### config.mk
export PLATFORM = sky130hd
export DESIGN_NAME = mem_bank_scheduler
export DESIGN_NICKNAME = d
export VERILOG_FILES = /design/src/rtl/mem_sched_pkg.sv /design/src/rtl/mem_bank_tracker.sv /design/src/rtl/mem_bank_scheduler.sv
export SDC_FILE = /design/constraint.sdc
export NUM_CORES = 1
export LEC_CHECK = 0
export ABC_AREA = 0
export CORE_MARGIN = 1.5
export CORE_UTILIZATION = 33
export DETAILED_ROUTE_END_ITERATION = 10
export DONT_BUFFER_PORTS = 1
export RECOVER_POWER = 100
export SYNTH_ARGS = -nofsm -noshare
export SYNTH_HDL_FRONTEND = slang
export SYNTH_SLANG_ARGS = --single-unit
export TNS_END_PERCENT = 1
### constraint.sdc
create_clock -name clk_in -period 6.6 [get_ports clk_in]
set_input_delay 1.32 -clock clk_in [delete_from_list [all_inputs] [get_ports clk_in]]
set_output_delay 1.32 -clock clk_in [all_outputs]
set_load 0.01 [all_outputs]
### src/rtl/mem_sched_pkg.sv
// Shared types for the DRAM command scheduler: bus command encoding, bank state
// and the head-of-queue request layout.
package mem_sched_pkg;

    localparam int SCHED_NUM_BANKS = 8;
    localparam int SCHED_BANK_BITS = $clog2(SCHED_NUM_BANKS);
    localparam int SCHED_ROW_BITS  = 8;
    localparam int SCHED_COL_BITS  = 8;

    typedef enum logic [2:0] {
        NOP = 3'd0,
        PRE = 3'd1,
        ACT = 3'd2,
        RD  = 3'd3,
        WR  = 3'd4
    } mem_cmd_e;

    typedef enum logic [1:0] {
        CLOSED = 2'd0,
        OPEN   = 2'd1,
        BUSY   = 2'd2
    } bank_state_e;

    typedef struct packed {
        logic [SCHED_BANK_BITS-1:0] bank;
        logic [SCHED_ROW_BITS-1:0]  row;
        logic [SCHED_COL_BITS-1:0]  col;
        logic                       write;
    } mem_sched_req_t;

    function automatic int max2(input int a, input int b);
        return (a > b) ? a : b;
    endfunction

endpackage

### src/rtl/mem_bank_tracker.sv
// One DRAM bank: open/closed flag, open row and a down-counting timing window.
// BUSY is reported whenever the timer is still running.
module mem_bank_tracker
    import mem_sched_pkg::*;
#(
    parameter int ROW_BITS = 8,
    parameter int T_RP     = 3,
    parameter int T_RCD    = 2,
    parameter int TMR_W    = $clog2(max2(T_RP, T_RCD) + 1)
) (
    input  logic                clk_in,
    input  logic                rst_in,
    input  logic                load,
    input  mem_cmd_e            cmd,
    input  logic [ROW_BITS-1:0] row,
    output bank_state_e         state,
    output logic [ROW_BITS-1:0] open_row,
    output logic                ready
);

    localparam logic [TMR_W-1:0] RP_LD  = TMR_W'(T_RP - 1);
    localparam logic [TMR_W-1:0] RCD_LD = TMR_W'(T_RCD - 1);

    logic             is_open;
    logic [TMR_W-1:0] timer;

    // Column commands only issue with the timer at zero, so they fall through
    // to the (idle) decrement branch and leave the bank untouched.
    always_ff @(posedge clk_in or negedge rst_in) begin
        if (!rst_in) begin
            is_open  <= 1'b0;
            open_row <= '0;
            timer    <= '0;
        end else if (load && cmd == PRE) begin
            is_open <= 1'b0;
            timer   <= RP_LD;
        end else if (load && cmd == ACT) begin
            is_open  <= 1'b1;
            open_row <= row;
            timer    <= RCD_LD;
        end else if (timer != '0) begin
            timer <= timer - 1'b1;
        end
    end

    assign ready = (timer == '0);
    assign state = !ready ? BUSY : (is_open ? OPEN : CLOSED);

endmodule

### src/rtl/mem_bank_scheduler.sv
// Round-robin DRAM command scheduler over per-requester queue heads.
// Optional MEM_SCHED_ROW_HIT_FIRST_EN: favour eligible row hits before other commands.
module mem_bank_scheduler
    import mem_sched_pkg::*;
#(
    parameter int NUM_REQ   = 4,
    parameter int NUM_BANKS = 8,
    parameter int ROW_BITS  = 8,
    parameter int COL_BITS  = 8,
    parameter int T_RP      = 3,
    parameter int T_RCD     = 2
) (
    input  logic                          clk_in,
    input  logic                          rst_in,
    input  logic [NUM_REQ-1:0]            req_valid_in,
    input  mem_sched_req_t [NUM_REQ-1:0]  req_in,
    output logic [NUM_REQ-1:0]            req_pop_out,
    output logic                          cmd_valid_out,
    output mem_cmd_e                      cmd_out,
    output logic [$clog2(NUM_BANKS)-1:0]  cmd_bank_out,
    output logic [ROW_BITS-1:0]           cmd_row_out,
    output logic [COL_BITS-1:0]           cmd_col_out
);

    localparam int BANK_W = $clog2(NUM_BANKS);
    localparam int PTR_W  = $clog2(NUM_REQ);
    localparam int TMR_W  = $clog2(max2(T_RP, T_RCD) + 1);

    bank_state_e [NUM_BANKS-1:0]               bank_state;
    logic        [NUM_BANKS-1:0][ROW_BITS-1:0] bank_row;
    logic        [NUM_BANKS-1:0]               bank_rdy;
    logic        [NUM_BANKS-1:0]               bank_load;

    mem_cmd_e [NUM_REQ-1:0] need_cmd;
    logic     [NUM_REQ-1:0] elig;
    logic     [NUM_REQ-1:0] hit;
    logic     [NUM_REQ-1:0] cand;

    logic           grant_vld;
    logic [PTR_W-1:0] grant_idx;
    logic [PTR_W-1:0] rr_ptr;
    logic [PTR_W:0]   scan;
    mem_cmd_e       grant_cmd;
    mem_sched_req_t grant_req;

    always_comb begin
        for (int i = 0; i < NUM_REQ; i++) begin
            hit[i]  = (bank_state[req_in[i].bank] == OPEN) &&
                      (bank_row[req_in[i].bank] == req_in[i].row);
            elig[i] = req_valid_in[i] && bank_rdy[req_in[i].bank];
            if (bank_state[req_in[i].bank] == CLOSED)
                need_cmd[i] = ACT;
            else if (hit[i])
                need_cmd[i] = req_in[i].write ? WR : RD;
            else
                need_cmd[i] = PRE;
        end
    end

    always_comb begin
`ifdef MEM_SCHED_ROW_HIT_FIRST_EN
        cand = (|(elig & hit)) ? (elig & hit) : elig;
`else
        cand = elig;
`endif
        grant_vld = 1'b0;
        grant_idx = '0;
        scan      = '0;
        for (int k = 0; k < NUM_REQ; k++) begin
            scan = {1'b0, rr_ptr} + (PTR_W + 1)'(k);
            if (scan >= (PTR_W + 1)'(NUM_REQ))
                scan = scan - (PTR_W + 1)'(NUM_REQ);
            if (!grant_vld && cand[scan[PTR_W-1:0]]) begin
                grant_vld = 1'b1;
                grant_idx = scan[PTR_W-1:0];
            end
        end
    end

    assign grant_cmd = grant_vld ? need_cmd[grant_idx] : NOP;
    assign grant_req = req_in[grant_idx];

    always_comb begin
        for (int b = 0; b < NUM_BANKS; b++)
            bank_load[b] = grant_vld && (grant_req.bank == BANK_W'(b));
    end

    // Pop is masked during reset so a stale decision never dequeues upstream.
    always_comb begin
        req_pop_out = '0;
        if (rst_in && (grant_cmd == RD || grant_cmd == WR))
            req_pop_out[grant_idx] = 1'b1;
    end

    for (genvar b = 0; b < NUM_BANKS; b++) begin : g_bank
        mem_bank_tracker #(
            .ROW_BITS (ROW_BITS),
            .T_RP     (T_RP),
            .T_RCD    (T_RCD),
            .TMR_W    (TMR_W)
        ) u_trk (
            .clk_in   (clk_in),
            .rst_in   (rst_in),
            .load     (bank_load[b]),
            .cmd      (grant_cmd),
            .row      (grant_req.row),
            .state    (bank_state[b]),
            .open_row (bank_row[b]),
            .ready    (bank_rdy[b])
        );
    end

    always_ff @(posedge clk_in or negedge rst_in) begin
        if (!rst_in) begin
            rr_ptr        <= '0;
            cmd_valid_out <= 1'b0;
            cmd_out       <= NOP;
            cmd_bank_out  <= '0;
            cmd_row_out   <= '0;
            cmd_col_out   <= '0;
        end else begin
            cmd_valid_out <= grant_vld;
            cmd_out       <= grant_cmd;
            if (grant_vld) begin
                rr_ptr       <= (grant_idx == PTR_W'(NUM_REQ - 1)) ? '0 : grant_idx + 1'b1;
                cmd_bank_out <= grant_req.bank;
                cmd_row_out  <= grant_req.row;
                cmd_col_out  <= grant_req.col;
            end else begin
                cmd_bank_out <= '0;
                cmd_row_out  <= '0;
                cmd_col_out  <= '0;
            end
        end
    end

endmodule

==> impl_results.html, run 1 <==
<table>
<tr><th>Metric</th><th>Value</th></tr>
<tr><th colspan="2">Timing</th></tr>
<tr><td>Setup total negative slack</td><td>0 ps</td></tr>
<tr><td>Maximum achievable frequency</td><td>169 MHz</td></tr>
<tr><td>Post-route setup slack</td><td>689 ps</td></tr>
<tr><td>Number of failing setup endpoints in the final timing report</td><td>0</td></tr>
<tr><td>Number of slew-limit violations in the final report</td><td>0</td></tr>
<tr><td>Part of the cycle the worst path needs</td><td>approximately nine tenths</td></tr>
<tr><td>Clock skew after layout</td><td>8.75 ps</td></tr>
<tr><td>RSZ-0062 raised after global routing</td><td>false</td></tr>
<tr><td>Post-layout minimum cycle time</td><td>5910 ps</td></tr>
<tr><td>Worst-margin pin slew</td><td>1440 ps</td></tr>
<tr><td>Number of hold violations in the final report</td><td>0</td></tr>
<tr><td>Slew headroom</td><td>between 3 and 4%</td></tr>
<tr><td>Worst-case hold slack</td><td>between 500 and 600 ps</td></tr>
<tr><th colspan="2">Floorplan</th></tr>
<tr><td>Die outline area</td><td>26,400 µm²</td></tr>
<tr><td>I/O pin count</td><td>113</td></tr>
<tr><td>Rows</td><td>58</td></tr>
<tr><td>Chip Height</td><td>162 µm</td></tr>
<tr><td>Initial cell density of the core</td><td>33.5%</td></tr>
<tr><td>Die width</td><td>162 µm</td></tr>
<tr><td>CORE AREA</td><td>25,000 µm²</td></tr>
<tr><th colspan="2">Yosys</th></tr>
<tr><td>Simple-gate area share of the yosys netlist</td><td>12.0%</td></tr>
<tr><td>Yosys warns</td><td>0</td></tr>
<tr><td>Xor/xnor share of the synthesized area</td><td>~3.8%</td></tr>
<tr><td>Number of instances in the synthesized netlist</td><td>approximately 740</td></tr>
<tr><td>Total nets after synthesis</td><td>833</td></tr>
<tr><td>Post-synthesis compound-gate area fraction</td><td>between 7 and 8%</td></tr>
<tr><td>Combinational family with the most area after synthesis</td><td>multiplexers</td></tr>
<tr><td>Part of the Yosys area used for sequential elements</td><td>33.7%</td></tr>
<tr><td>Post-synthesis share of cell area spent on full adders, half adders and majority gates</td><td>1.79%</td></tr>
<tr><td>Multiplexer area fraction after synthesis</td><td>37.6%</td></tr>
<tr><td>Count of flip-flops with a built-in enable after synthesis</td><td>0</td></tr>
<tr><td>Synth unique cells</td><td>48</td></tr>
<tr><td>Top_reg_cell synth</td><td>dfrtp_1</td></tr>
<tr><td>Count of state elements after synthesis</td><td>113</td></tr>
<tr><td>Share of flip-flops with an asynchronous set or reset</td><td>100%</td></tr>
<tr><td>Cell Area, Synth</td><td>8390 µm²</td></tr>
<tr><td>Mean instance size in the synthesized netlist</td><td>11.4 µm²</td></tr>
<tr><th colspan="2">Global routing</th></tr>
<tr><td>Overall global routing resource usage</td><td>between 20 and 25%</td></tr>
<tr><td>Overflow left after global routing</td><td>0</td></tr>
<tr><td>Number of antenna violations at the first check in global routing</td><td>1</td></tr>
<tr><td>Number of global-route vias before repair</td><td>6,384</td></tr>
<tr><td>First-pass GRT wire length</td><td>40,000 µm</td></tr>
<tr><td>Pin count of the biggest net entering global routing</td><td>118</td></tr>
<tr><th colspan="2">Place</th></tr>
<tr><td>Quantity of I/O buffers inserted on ports</td><td>0</td></tr>
<tr><td>Gpl congestion</td><td>0.864</td></tr>
<tr><td>Setup WS pre-CTS</td><td>885 ps</td></tr>
<tr><td>Cell area after placement</td><td>8620 µm²</td></tr>
<tr><td>DPL Wire Length</td><td>17,600 µm</td></tr>
<tr><th colspan="2">Clock tree</th></tr>
<tr><td>Root Buffer Master</td><td>clkbuf_16</td></tr>
<tr><td>Count of clock tree sinks</td><td>113</td></tr>
<tr><td>Hold buffers post-CTS</td><td>0</td></tr>
<tr><td>Worst-skew pair later-pin latency</td><td>430 ps</td></tr>
<tr><td>PostCTS Resize Cnt</td><td>0</td></tr>
<tr><td>Number of buffers between clock root and the deepest sink</td><td>2</td></tr>
<tr><td>Clock slew at the register clock pins of the worst setup and hold paths</td><td>50 ps</td></tr>
<tr><td>TritonCTS Buffers</td><td>17</td></tr>
<tr><td>Post-CTS repair timing setup buffer count</td><td>0</td></tr>
<tr><td>H-tree depth</td><td>4</td></tr>
<tr><td>CTS tree</td><td>yes</td></tr>
<tr><th colspan="2">Finish</th></tr>
<tr><td>Fraction of final layout cells with drive strength greater than 1</td><td>between 20% and 30%</td></tr>
<tr><td>Synthesis-to-finish area growth</td><td>9.48%</td></tr>
<tr><td>Non-Filler Cell Area, Final</td><td>9190 µm²</td></tr>
<tr><td>Leading cell type in the layout, fill and taps excluded</td><td>dfrtp_1</td></tr>
<tr><td>Post-layout nets</td><td>808</td></tr>
<tr><td>Leading cell types in the layout, fill and taps excluded</td><td>113 x dfrtp_1, 79 x mux2i_1, 71 x mux4_2</td></tr>
<tr><th colspan="2">Detailed routing</th></tr>
<tr><td>WL final</td><td>between 20,000 and 30,000 µm</td></tr>
<tr><td>Vias per Instance</td><td>5.89</td></tr>
<tr><td>Post-route DRC</td><td>0</td></tr>
<tr><td>Pre-Repair DR Iteration Count</td><td>5</td></tr>
<tr><td>Wire length per cell</td><td>24.4 µm</td></tr>
<tr><td>Number of vias in the routed layout</td><td>~6,200</td></tr>
<tr><td>Post-route ant nets</td><td>0</td></tr>
<tr><td>1st-iter DRT viols</td><td>531</td></tr>
<tr><th colspan="2">Power</th></tr>
<tr><td>PwrDens</td><td>497 nW/µm²</td></tr>
<tr><td>Total design power</td><td>4.57 mW</td></tr>
<tr><td>Maximum vdd drop</td><td>169 µV</td></tr>
<tr><td>Pleak</td><td>between 3 and 4 nW</td></tr>
<tr><th colspan="2">Setup path</th></tr>
<tr><td>Flop2flop setup slack</td><td>970 ps</td></tr>
<tr><td>Path type of the worst setup path</td><td>in2out</td></tr>
<tr><td>Top fanout value on the critical path</td><td>27</td></tr>
<tr><td>Element type at the critical path end</td><td>output pin</td></tr>
<tr><td>Worst setup SP type</td><td>input port</td></tr>
<tr><td>Required arrival time at the worst endpoint</td><td>5280 ps</td></tr>
<tr><td>Arrival time at the worst endpoint</td><td>4590 ps</td></tr>
<tr><th colspan="2">Run status</th></tr>
<tr><td>Outcome</td><td>finished clean</td></tr>
<tr><th colspan="2">Flow run</th></tr>
<tr><td>Maxcap violations</td><td>0</td></tr>
<tr><th colspan="2">Worst hold path</th></tr>
<tr><td>Min-delay worst type</td><td>reg2reg</td></tr>
</table>
layout make-up:
class / count / area, µm²
tap: 330 / 413
multi-input combinational: 547 / 5210
antenna: 1 / 2.50
clock buffer: 20 / 467
sequential: 113 / 2830
clock inverter: 12 / 131
fill: 2481 / 15900
inverter: 25 / 93.8
timing repair buffer: 6 / 41.3
where the power goes:
group	internal [mW]	switching (mW)	total, mW
sequential	1.04	0.356	1.40
combinational	1.05	1.18	2.23
clock	0.585	0.353	0.938
total	2.68	1.89	4.57
registers in the layout, summed over array words and instances, names as in the netlist:
register / flops
g_bank.u_trk.open_row: 64
g_bank.u_trk.timer: 16
cmd_col_out: 8
cmd_row_out: 8
g_bank.u_trk.is_open: 8
cmd_bank_out: 3
cmd_out: 3
rr_ptr: 2
cmd_valid_out: 1
critical path, stage by stage:
cell,delay (ps)
mux2i_1,100
a22oi_1,270
nand4_1,260
o21ai_0,400
a211oi_4,80
inv_1,820
a21oi_1,90
or4_1,540
buf_4,210
clkinv_1,70
a21oi_1,120
nor2_1,280
worst paths after layout:
path | end | from | depth (start not counted)
min in group asynchronous | cmd_out[0]$_DFF_PN0_ | rst_in | 0
hold reg to reg | g_bank[6].u_trk.is_open$_DFFE_PN0P_ | g_bank[6].u_trk.is_open$_DFFE_PN0P_ | 2
setup reg to reg | g_bank[5].u_trk.open_row[5]$_DFFE_PN0P_ | g_bank[1].u_trk.timer[0]$_DFFE_PN0P_ | 13
hold / removal | g_bank[6].u_trk.is_open$_DFFE_PN0P_ | g_bank[6].u_trk.is_open$_DFFE_PN0P_ | 2
max in group asynchronous | cmd_valid_out$_DFF_PN0_ | rst_in | 0
setup / recovery | req_pop_out[3] | req_in[37] | 12
cell usage after synthesis, drive strengths merged, types with 3 or more instances:
master  instances  area (µm²)
o21ai          12        60.1
nor4            3        18.8
nor2b           9        56.3
mux2i          79         791
a21oi          17        85.1
nor3           16         136
mux2           68         766
and2           24         150
xor2           20         175
and3           11        68.8
a21o            3        22.5
buf            26         138
ha             12         150
mux4           71        1600
xnor2          16         140
nand3          20         100
dfrtp         113        2830
nand2          57         214
a22oi          13        97.6
o31ai          11        82.6
clkbuf         24        90.1
a211oi          3        35.0
a31oi          22         138
nand4           7        43.8
nand2b          7        43.8
nor2           29         109
inv            24        90.1
metrics by stage:
| stage | util [%] | std cells |
|---|---|---|
| after floorplan | - | 735 |
| after CTS | 36.8 | 1053 |
| after global placement | 34.4 | 1021 |
| after detailed placement | 34.4 | 1021 |
| final | 36.7 | 1054 |
| after global routing | 36.7 | 1053 |
metal layers:
metal / routed length (µm) / vias up / track usage [%]
li1: - / 2724 / -
met1: 11100 / 3180 / 27.0
met2: 11700 / 258 / 31.7
met3: 2060 / 51 / 5.58
met4: 831 / 0 / 8.47
met5: 0 / - / 0
logic make-up after synthesis:
| logic type | count (synthesis) |
|---|---|
| adders and majority gates | 12 |
| and+or+nand+nor | 192 |
| AOI/OAI and AO/OA | 89 |
| buffers and inverters | 75 |
| xor gates and xnor gates | 36 |
| muxes | 218 |
| DFF | 113 |
No activity file was read; power rests on OpenSTA's default activity.
==> inputs of run 2 (changes only) <==
--- a/config.mk
+++ b/config.mk
@@ -7,10 +7,12 @@
 export LEC_CHECK = 0
 export ABC_AREA = 0
 export CORE_MARGIN = 1.5
-export CORE_UTILIZATION = 33
+export CORE_UTILIZATION = 50
 export DETAILED_ROUTE_END_ITERATION = 10
 export DONT_BUFFER_PORTS = 1
 export RECOVER_POWER = 100
+export REMOVE_ABC_BUFFERS = 1
+export SLEW_MARGIN = 20
 export SYNTH_ARGS = -nofsm -noshare
 export SYNTH_HDL_FRONTEND = slang
 export SYNTH_SLANG_ARGS = --single-unit
==> run 2 against run 1 <==
Against the previous run: the run now ends with capacitance limit, slew limit left; critical path depth is 1 higher; clock skew is 0.97 ps higher; clock-buffer cell count is 4 higher; cell area is 1.1% lower; sequential share of layout area is 0.34 points higher; critical path type unchanged; largest cell class unchanged.
==> impl_results.html, run 2 (synthesis gave the netlist of run 1 again) <==
<table>
<tr><th>Metric</th><th>Value</th></tr>
<tr><th colspan="2">Place</th></tr>
<tr><td>Setup WS pre-CTS</td><td>787 ps</td></tr>
<tr><td>Number of instances in the placed design</td><td>912</td></tr>
<tr><td>Quantity of I/O buffers inserted on ports</td><td>0</td></tr>
<tr><td>Gpl congestion</td><td>between 0.9 and 1</td></tr>
<tr><td>DPL Wire Length</td><td>about 17,000 µm</td></tr>
<tr><th colspan="2">Setup path</th></tr>
<tr><td>Top fanout value on the critical path</td><td>29</td></tr>
<tr><td>Flop2flop setup slack</td><td>550 ps</td></tr>
<tr><td>Terminus of the critical flop-to-flop path</td><td>g_bank[1].u_trk.open_row[1]$_DFFE_PN0P_</td></tr>
<tr><td>Worst flop-to-flop path startpoint</td><td>g_bank[7].u_trk.timer[0]$_DFFE_PN0P_</td></tr>
<tr><td>Worst setup SP type</td><td>input port</td></tr>
<tr><td>Worst setup path startpoint</td><td>req_in[37]</td></tr>
<tr><td>Length in cells of the worst reg-to-reg path</td><td>14</td></tr>
<tr><td>Path type of the worst setup path</td><td>in2out</td></tr>
<tr><td>Arrival time at the worst endpoint</td><td>around 4800 ps</td></tr>
<tr><td>Critical path endpoint</td><td>req_pop_out[1]</td></tr>
<tr><td>Required arrival time at the worst endpoint</td><td>5280 ps</td></tr>
<tr><td>Element type at the critical path end</td><td>output pin</td></tr>
<tr><th colspan="2">Finish</th></tr>
<tr><td>Max reg flops</td><td>64</td></tr>
<tr><td>Post-layout nets</td><td>809</td></tr>
<tr><td>Post-route core utilization</td><td>55.2%</td></tr>
<tr><td>Regs by FF count</td><td>g_bank.u_trk.open_row x64, g_bank.u_trk.timer x16</td></tr>
<tr><td>Synthesis-to-finish area growth</td><td>8.28%</td></tr>
<tr><td>Final non-filler cell total</td><td>944</td></tr>
<tr><td>Leading cell types in the layout, fill and taps excluded</td><td>113 x dfrtp_1, 79 x mux2i_1, 71 x mux4_2</td></tr>
<tr><td>Leading cell type in the layout, fill and taps excluded</td><td>dfrtp_1</td></tr>
<tr><td>Register bank with the most flops</td><td>g_bank.u_trk.open_row</td></tr>
<tr><td>Fraction of final layout cells with drive strength greater than 1</td><td>24.6%</td></tr>
<tr><td>Number of filler instances in the final layout</td><td>1,416</td></tr>
<tr><td>Antenna diode instance count</td><td>0</td></tr>
<tr><th colspan="2">Floorplan</th></tr>
<tr><td>Die width</td><td>133 µm</td></tr>
<tr><td>I/O pin count</td><td>~110</td></tr>
<tr><td>Rows</td><td>47</td></tr>
<tr><td>Chip Height</td><td>around 130 µm</td></tr>
<tr><td>Initial cell density of the core</td><td>51.0%</td></tr>
<tr><td>Die outline area</td><td>between 15,000 and 20,000 µm²</td></tr>
<tr><td>CORE AREA</td><td>16,500 µm²</td></tr>
<tr><th colspan="2">Power</th></tr>
<tr><td>Total design power</td><td>4.62 mW</td></tr>
<tr><td>Pleak</td><td>around 3.8 nW</td></tr>
<tr><td>Maximum vdd drop</td><td>223 µV</td></tr>
<tr><td>Fraction of power spent switching nets</td><td>between 40 and 50%</td></tr>
<tr><td>Net switching power</td><td>~1.9 mW</td></tr>
<tr><td>Logic gate share of total power</td><td>48.5%</td></tr>
<tr><td>PwrDens</td><td>508 nW/µm²</td></tr>
<tr><td>Sequential power share</td><td>30.3%</td></tr>
<tr><td>Power Internal</td><td>about 2.7 mW</td></tr>
<tr><td>Part of the power in the clock network</td><td>21.2%</td></tr>
<tr><th colspan="2">Global routing</th></tr>
<tr><td>Number of antenna violations at the first check in global routing</td><td>0</td></tr>
<tr><td>Overall global routing resource usage</td><td>29.8%</td></tr>
<tr><td>Overflow left after global routing</td><td>0</td></tr>
<tr><td>Pin count of the biggest net entering global routing</td><td>118</td></tr>
<tr><td>Number of global-route vias before repair</td><td>6,549</td></tr>
<tr><td>First-pass GRT wire length</td><td>39,300 µm</td></tr>
<tr><th colspan="2">Detailed routing</th></tr>
<tr><td>Post-route DRC</td><td>0</td></tr>
<tr><td>WL final</td><td>between 20,000 and 30,000 µm</td></tr>
<tr><td>Post-route ant nets</td><td>0</td></tr>
<tr><td>Number of vias in the routed layout</td><td>approximately 6,300</td></tr>
<tr><td>Vias per Instance</td><td>6.64</td></tr>
<tr><td>1st-iter DRT viols</td><td>578</td></tr>
<tr><td>Wire length per cell</td><td>26.7 µm</td></tr>
<tr><td>Pre-Repair DR Iteration Count</td><td>5</td></tr>
<tr><th colspan="2">Timing</th></tr>
<tr><td>Worst-margin pin slew</td><td>1530 ps</td></tr>
<tr><td>Post-route setup slack</td><td>449 ps</td></tr>
<tr><td>RSZ-0062 raised after global routing</td><td>false</td></tr>
<tr><td>Clock skew after layout</td><td>between 9 and 10 ps</td></tr>
<tr><td>Worst-case hold slack</td><td>501 ps</td></tr>
<tr><td>Maximum achievable frequency</td><td>163 MHz</td></tr>
<tr><td>Slew headroom</td><td>-2.78%</td></tr>
<tr><td>Number of hold violations in the final report</td><td>0</td></tr>
<tr><td>Number of failing setup endpoints in the final timing report</td><td>0</td></tr>
<tr><td>Post-layout minimum cycle time</td><td>6150 ps</td></tr>
<tr><td>Number of slew-limit violations in the final report</td><td>11</td></tr>
<tr><td>Part of the cycle the worst path needs</td><td>93.2%</td></tr>
<tr><th colspan="2">Clock tree</th></tr>
<tr><td>Worst-skew pair later-pin latency</td><td>between 400 and 500 ps</td></tr>
<tr><td>Number of buffers between clock root and the deepest sink</td><td>2</td></tr>
<tr><td>Post-CTS repair timing setup buffer count</td><td>0</td></tr>
<tr><td>PostCTS Resize Cnt</td><td>0</td></tr>
<tr><td>H-tree depth</td><td>4</td></tr>
<tr><td>Hold buffers post-CTS</td><td>0</td></tr>
<tr><td>TritonCTS Buffers</td><td>17</td></tr>
<tr><td>Count of clock tree sinks</td><td>113</td></tr>
<tr><td>CTS tree</td><td>yes</td></tr>
<tr><td>Root Buffer Master</td><td>clkbuf_16</td></tr>
<tr><td>Clock slew at the register clock pins of the worst setup and hold paths</td><td>50 ps</td></tr>
<tr><th colspan="2">Run status</th></tr>
<tr><td>Outcome</td><td>complete, but fails checks</td></tr>
<tr><td>Violations in the final reports</td><td>capacitance limit, slew limit</td></tr>
<tr><th colspan="2">Worst hold path</th></tr>
<tr><td>Min-delay worst type</td><td>reg2reg</td></tr>
<tr><td>Worst hold path cell count</td><td>2</td></tr>
<tr><th colspan="2">Flow run</th></tr>
<tr><td>Maxcap violations</td><td>2</td></tr>
</table>
-- run 2: cell count changes in the layout (fill, tap and decap cells not counted), sizes merged --
| cell | delta |
|---|---|
| bufinv | +1 |
| clkbuf | +5 |
| clkinvlp | -3 |
| diode | -1 |
| inv | -2 |
-- run 2: how the worst min path moves through the flow --
| stage | startpoint | endpoint |
|---|---|---|
| 2_1_floorplan | g_bank[0].u_trk.is_open$_DFFE_PN0P_ | g_bank[0].u_trk.is_open$_DFFE_PN0P_ |
| 3_3_place_gp | g_bank[3].u_trk.is_open$_DFFE_PN0P_ | g_bank[3].u_trk.is_open$_DFFE_PN0P_ |
| 3_5_place_dp | g_bank[7].u_trk.is_open$_DFFE_PN0P_ | g_bank[7].u_trk.is_open$_DFFE_PN0P_ |
| 4_1_cts | g_bank[7].u_trk.is_open$_DFFE_PN0P_ | g_bank[7].u_trk.is_open$_DFFE_PN0P_ |
| 5_1_grt | g_bank[6].u_trk.is_open$_DFFE_PN0P_ | g_bank[6].u_trk.is_open$_DFFE_PN0P_ |
| 6_report | g_bank[7].u_trk.is_open$_DFFE_PN0P_ | g_bank[7].u_trk.is_open$_DFFE_PN0P_ |
-- run 2: metrics by stage --
| stage | TNS (ps) | cell area (µm²) |
|---|---|---|
| 6_report | 0 | 9080 |
| 5_1_grt | 0 | 9080 |
| 4_1_cts | 0 | 9120 |
| 3_5_place_dp | 0 | 8490 |
| 3_3_place_gp | 0 | 8490 |
| 2_1_floorplan | -248 | 8160 |
-- run 2: critical path, cell delays in order --
cell and delay [ps]:
mux2i_1 110, a22oi_1 260, nand4_1 250, o21ai_0 360, a211oi_4 70, buf_4 270
inv_1 860, a21oi_1 110, or4_1 530, buf_4 210, clkinv_1 80, a21oi_1 110
nor2_1 270
-- run 2: cell type report --
type | instances | area, µm² | area share, %
multi-input cells | 547 | 5220 | 57.4
repair buffers | 7 | 45.0 | 0.496
flip-flops and latches | 113 | 2830 | 31.1
well taps | 220 | 275 | 3.03
clock buffers | 24 | 502 | 5.52
inverters | 25 | 93.8 | 1.03
clock inverters | 8 | 125 | 1.38
-- run 2: power groups by stage --
stage | clock, mW | sequential (mW) | combinational [mW]
2_1_floorplan | 0 | 1.28 | 1.74
3_3_place_gp | 0 | 1.37 | 2.20
3_5_place_dp | 0 | 1.40 | 2.25
4_1_cts | 0.988 | 1.39 | 2.27
5_1_grt | 1.03 | 1.45 | 2.43
6_report | 0.979 | 1.40 | 2.24
-- run 2: metal layers --
layer,global-route usage (%),part of all wire [%],vias to the layer above
met5,0,0,-
met4,12.6,3.8,0
met3,9.50,9.3,66
met2,46.2,46,314
met1,38.8,41,3171
li1,-,-,2721
==> inputs of run 3 (changes only) <==
==> constraint.sdc (replaced) <==
create_clock -name clk_in -period 6.6 [get_ports clk_in]
set_input_delay 1.32 -clock clk_in [delete_from_list [all_inputs] [get_ports clk_in]]
set_output_delay 1.32 -clock clk_in [all_outputs]
set_load 0.1 [all_outputs]
==> run 3 against run 2 <==
Against the previous run: the flow still finishes with violations (capacitance limit, slew limit); maximum frequency shrank 1.7%; hold slack got worse by 4.9 ps; wire length shrank 0.78%; non-clock buffer count rose by 4; first-iteration DRC count fell by 14%; sequential power up 30%; cell area rose by 0.23%; power increased by 8.1%; clock power is 7.3% lower; critical endpoint is now req_pop_out[2]; combinational power about the same; clock skew about the same.
==> impl_results.html, run 3 (synthesis gave the netlist of run 1 again) <==
<table>
<tr><th>Metric</th><th>Value</th></tr>
<tr><th colspan="2">Detailed routing</th></tr>
<tr><td>Pre-Repair DR Iteration Count</td><td>4</td></tr>
<tr><td>Post-route ant nets</td><td>0</td></tr>
<tr><td>WL final</td><td>25,000 µm</td></tr>
<tr><td>Wire length per cell</td><td>26.4 µm</td></tr>
<tr><td>Number of vias in the routed layout</td><td>6,331</td></tr>
<tr><td>Post-route DRC</td><td>0</td></tr>
<tr><td>1st-iter DRT viols</td><td>498</td></tr>
<tr><td>Vias per Instance</td><td>6.68</td></tr>
<tr><th colspan="2">Finish</th></tr>
<tr><td>Antenna diode instance count</td><td>0</td></tr>
<tr><td>Synthesis-to-finish area growth</td><td>8.53%</td></tr>
<tr><td>Leading cell types in the layout, fill and taps excluded</td><td>113 x dfrtp_1, 79 x mux2i_1, 71 x mux4_2</td></tr>
<tr><td>Post-layout nets</td><td>813</td></tr>
<tr><td>Non-Filler Cell Area, Final</td><td>~9000 µm²</td></tr>
<tr><td>Register bank with the most flops</td><td>g_bank.u_trk.open_row</td></tr>
<tr><td>Leading cell type in the layout, fill and taps excluded</td><td>dfrtp_1</td></tr>
<tr><td>Post-route core utilization</td><td>55.3%</td></tr>
<tr><td>Final non-filler cell total</td><td>948</td></tr>
<tr><td>Max reg flops</td><td>64</td></tr>
<tr><td>Fraction of final layout cells with drive strength greater than 1</td><td>25.4%</td></tr>
<tr><td>Regs by FF count</td><td>g_bank.u_trk.open_row x64, g_bank.u_trk.timer x16</td></tr>
<tr><th colspan="2">Setup path</th></tr>
<tr><td>Required arrival time at the worst endpoint</td><td>roughly 5300 ps</td></tr>
<tr><td>Length in cells of the worst reg-to-reg path</td><td>13</td></tr>
<tr><td>Path type of the worst setup path</td><td>reg2out</td></tr>
<tr><td>Arrival time at the worst endpoint</td><td>4940 ps</td></tr>
<tr><td>Flop2flop setup slack</td><td>370 ps</td></tr>
<tr><td>Terminus of the critical flop-to-flop path</td><td>g_bank[2].u_trk.open_row[0]$_DFFE_PN0P_</td></tr>
<tr><td>Worst flop-to-flop path startpoint</td><td>g_bank[6].u_trk.timer[0]$_DFFE_PN0P_</td></tr>
<tr><td>Top fanout value on the critical path</td><td>11</td></tr>
<tr><td>Worst setup SP type</td><td>flip-flop</td></tr>
<tr><td>Element type at the critical path end</td><td>output pin</td></tr>
<tr><th colspan="2">Floorplan</th></tr>
<tr><td>I/O pin count</td><td>113</td></tr>
<tr><td>Initial cell density of the core</td><td>approximately half</td></tr>
<tr><td>Die outline area</td><td>17,600 µm²</td></tr>
<tr><td>CORE AREA</td><td>around 16,000 µm²</td></tr>
<tr><td>Chip Height</td><td>about 130 µm</td></tr>
<tr><td>Rows</td><td>47</td></tr>
<tr><td>Die width</td><td>~130 µm</td></tr>
<tr><th colspan="2">Clock tree</th></tr>
<tr><td>Count of clock tree sinks</td><td>113</td></tr>
<tr><td>Root Buffer Master</td><td>clkbuf_16</td></tr>
<tr><td>Clock slew at the register clock pins of the worst setup and hold paths</td><td>50 ps</td></tr>
<tr><td>Post-CTS repair timing setup buffer count</td><td>0</td></tr>
<tr><td>TritonCTS Buffers</td><td>17</td></tr>
<tr><td>PostCTS Resize Cnt</td><td>0</td></tr>
<tr><td>CTS tree</td><td>yes</td></tr>
<tr><td>H-tree depth</td><td>4</td></tr>
<tr><td>Hold buffers post-CTS</td><td>0</td></tr>
<tr><td>Number of buffers between clock root and the deepest sink</td><td>2</td></tr>
<tr><td>Worst-skew pair later-pin latency</td><td>420 ps</td></tr>
<tr><th colspan="2">Timing</th></tr>
<tr><td>Maximum achievable frequency</td><td>160 MHz</td></tr>
<tr><td>Slew headroom</td><td>-55.9%</td></tr>
<tr><td>Post-layout minimum cycle time</td><td>6260 ps</td></tr>
<tr><td>Number of failing setup endpoints in the final timing report</td><td>0</td></tr>
<tr><td>Part of the cycle the worst path needs</td><td>94.8%</td></tr>
<tr><td>Number of slew-limit violations in the final report</td><td>44</td></tr>
<tr><td>RSZ-0062 raised after global routing</td><td>false</td></tr>
<tr><td>Number of hold violations in the final report</td><td>0</td></tr>
<tr><td>Post-route setup slack</td><td>342 ps</td></tr>
<tr><td>Worst-margin pin slew</td><td>2320 ps</td></tr>
<tr><td>Clock skew after layout</td><td>9.30 ps</td></tr>
<tr><th colspan="2">Power</th></tr>
<tr><td>Pleak</td><td>3.79 nW</td></tr>
<tr><td>PwrDens</td><td>548 nW/µm²</td></tr>
<tr><td>Maximum vdd drop</td><td>294 µV</td></tr>
<tr><td>Total design power</td><td>4.99 mW</td></tr>
<tr><th colspan="2">Global routing</th></tr>
<tr><td>Number of global-route vias before repair</td><td>6,586</td></tr>
<tr><td>First-pass GRT wire length</td><td>~39,000 µm</td></tr>
<tr><td>Pin count of the biggest net entering global routing</td><td>118</td></tr>
<tr><td>Number of antenna violations at the first check in global routing</td><td>0</td></tr>
<tr><td>Overflow left after global routing</td><td>0</td></tr>
<tr><td>Overall global routing resource usage</td><td>29.8%</td></tr>
<tr><th colspan="2">Run status</th></tr>
<tr><td>Violations in the final reports</td><td>capacitance limit, slew limit</td></tr>
<tr><td>Outcome</td><td>complete, but fails checks</td></tr>
<tr><th colspan="2">Worst hold path</th></tr>
<tr><td>Min-delay worst type</td><td>reg2reg</td></tr>
<tr><td>Worst Hold Endpoint</td><td>g_bank[7].u_trk.is_open$_DFFE_PN0P_</td></tr>
<tr><td>Worst hold path cell count</td><td>2</td></tr>
<tr><td>Min-delay src</td><td>g_bank[7].u_trk.is_open$_DFFE_PN0P_</td></tr>
<tr><th colspan="2">Place</th></tr>
<tr><td>Number of instances in the placed design</td><td>916</td></tr>
<tr><td>Gpl congestion</td><td>around 0.94</td></tr>
<tr><td>Setup WS pre-CTS</td><td>471 ps</td></tr>
<tr><td>Cell area after placement</td><td>8580 µm²</td></tr>
<tr><td>Quantity of I/O buffers inserted on ports</td><td>0</td></tr>
<tr><td>DPL Wire Length</td><td>17,200 µm</td></tr>
<tr><th colspan="2">Flow run</th></tr>
<tr><td>Maxcap violations</td><td>4</td></tr>
</table>
-- run 3: changes by cell type in the layout (fill, tap and decap cells not counted), moves of 2 or more --
cell	change
buf_12	+3
buf_4	+2
clkbuf_8	-2
clkinvlp_4	+2
inv_1	-2
inv_2	+2
nor2_1	-2
nor2_2	+2
nor3_1	+2
-- run 3: worst max path at each step --
stage | from | end | slack [ps] | cells after the start
after CTS | g_bank[6].u_trk.timer[0]$_DFFE_PN0P_ | req_pop_out[1] | 330 | 15
after global routing | g_bank[6].u_trk.timer[0]$_DFFE_PN0P_ | g_bank[1].u_trk.open_row[0]$_DFFE_PN0P_ | 80 | 14
final | g_bank[6].u_trk.timer[0]$_DFFE_PN0P_ | req_pop_out[2] | 340 | 15
after floorplan | req_in[78] | req_pop_out[1] | -1160 | 12
after detailed placement | req_in[57] | req_pop_out[1] | 470 | 12
after global placement | req_in[57] | req_pop_out[3] | 350 | 12
-- run 3: cell type report --
| type | count | area [µm²] |
|---|---|---|
| clock buffers | 23 | 478 |
| clock inverters | 9 | 106 |
| fillers | 1396 | 7360 |
| inverters | 25 | 93.8 |
| multi-input cells | 547 | 5200 |
| flip-flops and latches | 113 | 2830 |
| well taps | 220 | 275 |
| repair buffers | 11 | 120 |
-- run 3: stage by stage --
step	hold WS [ps]	setup TNS, ps
2_1_floorplan	464	-4620
3_3_place_gp	485	0
3_5_place_dp	489	0
4_1_cts	502	0
5_1_grt	520	0
6_report	496	0
-- run 3: per-layer routing --
| metal | GRT usage, % | vias up | routed length [µm] |
|---|---|---|---|
| met2 | 46.7 | 308 | 11600 |
| met4 | 11.7 | 0 | 854 |
| met1 | 38.5 | 3241 | 10000 |
| met5 | 0 | - | 0 |
| li1 | - | 2729 | - |
| met3 | 10.1 | 53 | 2550 |
-- run 3: power breakdown --
| group | switching [mW] | total, mW | internal, mW |
|---|---|---|---|
| combinational | 1.20 | 2.26 | 1.06 |
| clock | 0.325 | 0.908 | 0.583 |
| sequential | 0.794 | 1.82 | 1.03 |
-- run 3: worst max-delay path, cell delays in order (launching register included) --
cell and delay [ps]:
dfrtp_1 390, inv_1 60, ha_1 370, nand2_1 190, mux4_2 480, mux2i_1 470
o21ai_0 300, or4b_1 600, o221ai_1 210, a21oi_1 90, or4_1 500, buf_4 200
clkinv_1 80, a21oi_1 120, nor2_2 130, clkbuf_4 330
